File: config.mk
export PLATFORM = sky130hd
export DESIGN_NAME = multicycle_ctrl
export DESIGN_NICKNAME = d
export VERILOG_FILES = /design/src/rtl/multicycle_ctrl.sv
export SDC_FILE = /design/constraint.sdc
export NUM_CORES = 1
export LEC_CHECK = 0
export CAP_MARGIN = 0
export CORE_AREA = 2 2 39 41
export CTS_CLUSTER_SIZE = 24
export DETAILED_ROUTE_END_ITERATION = 8
export DIE_AREA = 0 0 41 43
export DONT_BUFFER_PORTS = 1
export HOLD_SLACK_MARGIN = 0.15
export PLACE_DENSITY = 0.67
export RECOVER_POWER = 25
export SETUP_SLACK_MARGIN = 0.4
export SLEW_MARGIN = 20
export SYNTH_ARGS = -nofsm -noshare
export SYNTH_HDL_FRONTEND = slang
export SYNTH_SLANG_ARGS = --single-unit
File: constraint.sdc
create_clock -name clk -period 4.1 [get_ports clk]
set_input_delay 0.615 -clock clk [delete_from_list [all_inputs] [get_ports clk]]
set_output_delay 0.615 -clock clk [all_outputs]
set_load 0.02 [all_outputs]
File: src/rtl/multicycle_ctrl.sv
// multicycle_ctrl: main control FSM of the multicycle RV32I core.
// Drives datapath selects/enables and the ALU op; halts on bad opcodes.
module multicycle_ctrl #(
   parameter int OPW = 7,
   parameter int STW = 4
) (
   input  logic           clk,
   input  logic           rst_n,
   input  logic [OPW-1:0] op,
   input  logic [2:0]     funct3,
   input  logic           funct7b5,
   input  logic           zero,
   output logic           pcwrite,
   output logic           adrsrc,
   output logic           memwrite,
   output logic           irwrite,
   output logic           regwrite,
   output logic [1:0]     resultsrc,
   output logic [1:0]     alusrca,
   output logic [1:0]     alusrcb,
   output logic [1:0]     immsrc,
   output logic [2:0]     alucontrol,
   output logic           illegal,
   output logic [STW-1:0] state
);

   typedef enum logic [STW-1:0] {
      FETCH    = STW'(0),
      DECODE   = STW'(1),
      MEMADR   = STW'(2),
      MEMREAD  = STW'(3),
      MEMWB    = STW'(4),
      MEMWRITE = STW'(5),
      EXECUTER = STW'(6),
      EXECUTEI = STW'(7),
      ALUWB    = STW'(8),
      BEQ      = STW'(9),
      JAL      = STW'(10),
      ERROR    = STW'(11)
   } state_t;

   localparam logic [OPW-1:0] OP_LW   = OPW'(7'b0000011);
   localparam logic [OPW-1:0] OP_SW   = OPW'(7'b0100011);
   localparam logic [OPW-1:0] OP_R    = OPW'(7'b0110011);
   localparam logic [OPW-1:0] OP_I    = OPW'(7'b0010011);
   localparam logic [OPW-1:0] OP_BEQ  = OPW'(7'b1100011);
   localparam logic [OPW-1:0] OP_JAL  = OPW'(7'b1101111);

   localparam logic [2:0] ALU_ADD = 3'b000;
   localparam logic [2:0] ALU_SUB = 3'b001;
   localparam logic [2:0] ALU_AND = 3'b010;
   localparam logic [2:0] ALU_OR  = 3'b011;

   state_t state_q, state_d, dec_next;
   logic [2:0] alu_fn;
   logic f3_alu, r_ok;

   // add/or/and are the only funct3 values the ALU paths accept
   assign f3_alu = (funct3 == 3'b000) | (funct3 == 3'b110)
                 | (funct3 == 3'b111);
   // bit30 only distinguishes sub from add; elsewhere it is illegal
   assign r_ok   = f3_alu & ((funct3 == 3'b000) | ~funct7b5);
   assign state  = state_q;

   // state register, async clear to FETCH
   always_ff @(posedge clk or negedge rst_n) begin
      if (!rst_n) state_q <= FETCH;
      else        state_q <= state_d;
   end

   // opcode dispatch out of DECODE
   always_comb begin
      dec_next = ERROR;
      unique case (1'b1)
         (op == OP_LW) && (funct3 == 3'b010): dec_next = MEMADR;
         (op == OP_SW) && (funct3 == 3'b010): dec_next = MEMADR;
         (op == OP_R) && r_ok:                dec_next = EXECUTER;
         (op == OP_I) && f3_alu:              dec_next = EXECUTEI;
         (op == OP_BEQ) && (funct3 == 3'b000): dec_next = BEQ;
         (op == OP_JAL):                      dec_next = JAL;
         default:                             dec_next = ERROR;
      endcase
   end

   // ALU op for register and immediate arithmetic
   always_comb begin
      alu_fn = ALU_ADD;
      unique case (funct3)
         3'b000:  alu_fn = (op[5] & funct7b5) ? ALU_SUB : ALU_ADD;
         3'b110:  alu_fn = ALU_OR;
         3'b111:  alu_fn = ALU_AND;
         default: alu_fn = ALU_ADD;
      endcase
   end

   // immediate format follows the opcode in every state
   always_comb begin
      immsrc = 2'b00;
      unique case (1'b1)
         op == OP_SW:  immsrc = 2'b01;
         op == OP_BEQ: immsrc = 2'b10;
         op == OP_JAL: immsrc = 2'b11;
         default:      immsrc = 2'b00;
      endcase
   end

   // next state and per-state datapath controls
   always_comb begin
      state_d    = state_q;
      pcwrite    = 1'b0;
      adrsrc     = 1'b0;
      memwrite   = 1'b0;
      irwrite    = 1'b0;
      regwrite   = 1'b0;
      resultsrc  = 2'b00;
      alusrca    = 2'b00;
      alusrcb    = 2'b00;
      alucontrol = ALU_ADD;
      illegal    = 1'b0;
      unique case (state_q)
         FETCH: begin
            irwrite   = 1'b1;
            pcwrite   = 1'b1;
            alusrcb   = 2'b10;
            resultsrc = 2'b10;
            state_d   = DECODE;
         end
         DECODE: begin
            alusrca = 2'b01;
            alusrcb = 2'b01;
            state_d = dec_next;
         end
         MEMADR: begin
            alusrca = 2'b10;
            alusrcb = 2'b01;
            state_d = (op == OP_SW) ? MEMWRITE : MEMREAD;
         end
         MEMREAD: begin
            adrsrc  = 1'b1;
            state_d = MEMWB;
         end
         MEMWB: begin
            resultsrc = 2'b01;
            regwrite  = 1'b1;
            state_d   = FETCH;
         end
         MEMWRITE: begin
            adrsrc   = 1'b1;
            memwrite = 1'b1;
            state_d  = FETCH;
         end
         EXECUTER: begin
            alusrca    = 2'b10;
            alucontrol = alu_fn;
            state_d    = ALUWB;
         end
         EXECUTEI: begin
            alusrca    = 2'b10;
            alusrcb    = 2'b01;
            alucontrol = alu_fn;
            state_d    = ALUWB;
         end
         ALUWB: begin
            regwrite = 1'b1;
            state_d  = FETCH;
         end
         BEQ: begin
            alusrca    = 2'b10;
            alucontrol = ALU_SUB;
            pcwrite    = zero;
            state_d    = FETCH;
         end
         JAL: begin
            alusrca = 2'b01;
            alusrcb = 2'b10;
            pcwrite = 1'b1;
            state_d = ALUWB;
         end
         default: begin
            illegal = 1'b1;
            state_d = ERROR;
         end
      endcase
   end

endmodule

==> impl_metrics.toml <==
[synth]
synth_top_cell_area_share_pct = 17.2
synthTopCellsByCount = "nor3_1, a21oi_1, nand2_1"
synth_area_um2 = 582
syn_nets = 95
syn_inst = 81
yosysMostFrequentCell = "nor3_1"
synth.distinct_cells = 41
synth_edf_count = 0
yosys.area.top_type = "dfrtp_1"
yosysWarnings = 0
yosysSeqAreaShare_pct = 17.2
async_reset_ff_share_pct = 100
synth_area_leaders = "dfrtp_1, nor3_1, a21oi_1, nor2b_1, a22oi_1"
synth_seq_cells = 4
synth.avg_cell_area_um2 = 7.18
ys.flop_type = "dfrtp_1"

[worst_setup_path]
crit_path_cell_trace = "inv_1 -> or2_1 -> o31ai_1"
cp_slowest_cell = "dfrtp_1"
crit_path_start_kind = "flip-flop"
path_max_fanout = 15
worstPathArrival_ns = 2.11
rr_startpoint = "state[3]"
crit_start = "state[1]"
cpPeakStageDelay_ns = 0.73
worst-path-buf-inv = 1
cp_data_required_time_ns = 3.48
timing.setup.critical_path_class = "reg -> out"
reg2regPathDepth = 4
cpLargestDelayFamily = "flip-flops"
crit_cells = 3
crit_path_end_kind = "output pin"

[placement]
place_inst = 90
dpl_cell_area_um2 = 564
io_buffers = 0
place_congestion = 0.805
dp_hpwl_um = 991

[worst_hold_path]
hold_class = "in -> async"

[detailed_routing]
first_iter_violations = 15
vias = 604
vias_per_cell = 6.43
final_antenna_net_count = 0
drtPass1Iterations = 4
drcViolationCount = 0
wirelength_um = 1340
wl_per_cell_um = 14.3

[global_routing]
grt_overflow = 0
grt_max_degree = 21
first_global_vias = 515
grt.total_usage_pct = 17.5
antenna_found_initial = 0
grt_pass1_wl_um = 2130

[power_and_ir_drop]
power.density_mw_per_mm2 = 870
irDropWorstVdd_mv = 0.265
leakagePower_nw = 0.198

[clock_tree]
cts_sinks = 4
cts_buffers = 3
cts_tree = "yes"
path_clk_slew_ns = 0.04
clk_latency_ns = 0.24
clockBufferDepth = 2
h-tree-depth = 1
ctsRootBufferMaster = "clkbuf_4"

[timing]
tns_ns = 0
worstMarginPinSlew_ns = 0.962
fin_crit_sh_pct = 66.5
period_minus_slack_ns = 2.73
hold_viol_final = 0
rsz0062_at_grt = "false"
setup_violations = 0
fmax_mhz = 367
maxSlewHeadroom_pct = 35.3
clock_skew_ns = 0.00459
finalMaxSlewViolations = 0

[floorplan]
initial_core_util_pct = 42.0
die_x_um = 41
pin_count = 35
design.die.area_mm2 = 0.00176
num_rows = 14
core-area_mm2 = 0.00138
die_h_um = 43

[cells_and_area]
fin_area_um2 = 597
fin_nets = 94
area.growth.synth_to_final_pct = 2.58
num_antenna_cells = 0
layout-drive-gt1-share_pct = 10.3
largest_register_ffs = 4
final_cell_count_no_fill = 94

[job]
drv_cap = 0

[outcome]
run_status = "finished clean"
power by group:
group          switching [mW]  leakage [nW]  total, mW  internal, mW
logic                   0.195         0.135      0.306         0.112
registers               0.106        0.0495      0.164        0.0576
clock network          0.0166        0.0138     0.0494        0.0328
cell type report:
cell class	instances	area, µm²
Clock buffer	3	22.5
Fill cell	157	787
Inverter	3	11.3
Multi-Input combinational cell	67	433
Sequential cell	4	100
Tap cell	16	20.0
Timing Repair Buffer	1	10.0
kinds of logic (layout without fill, tap and decap cells):
group	Yosys count	in the layout	synth area share, %
adders and majority gates	1	1	1.72
and+or+nand+nor	40	40	39.8
buffers and inverters	10	7	9.46
DFF	4	4	17.2
AOI/OAI and AO/OA	22	22	26.7
xor gates and xnor gates	3	3	4.52
other	1	1	0.645
layer usage:
layer | vias to the layer above | GRT usage, % | wire [µm]
met3 | 2 | 7.33 | 129
met4 | 0 | 8.00 | 8
met1 | 279 | 22.6 | 565
li1 | 297 | - | -
met5 | - | 0 | 0
met2 | 26 | 24.4 | 638
layout by cell type, fill, tap and decap left out, types with 2 or more instances in the layout:
cell type / n
o21ai_1: 2
nand3_1: 3
inv_1: 3
xnor2_1: 2
a21oi_1: 5
nor2b_1: 4
a22oi_1: 3
nand2b_1: 2
or3_1: 2
clkbuf_4: 3
dfrtp_1: 4
nand4_1: 3
and2_1: 2
nor2_1: 4
nand2_1: 5
o21a_1: 2
nor3_1: 7
metrics by stage:
stage / util (%) / worst slack, ns / hold WS (ns) / total power, mW
CTS: 43.1 / 1.36 / 0.640 / 0.523
detailed placement: 40.8 / 1.63 / 0.319 / 0.469
global route: 43.1 / 1.24 / 0.663 / 0.571
global placement: 40.8 / 1.66 / 0.319 / 0.466
finish: 43.1 / 1.37 / 0.640 / 0.520
floorplan: - / 1.67 / 0.319 / 0.447
timing repair:
action	CTS	global route
hold endpoints to repair	4	0
resized for setup	0	0
hold buffers	1	0
setup buffers	0	0
worst paths after layout:
kind,end,slack [ns]
min,state[0],0.64
max in group asynchronous,state[3],3.30
min in group clk,state[3],0.68
max reg2reg,state[0],2.27
min reg2reg,state[0],0.94
max,alucontrol[0],1.37
Note: power is estimated with default switching activity, not from simulation.
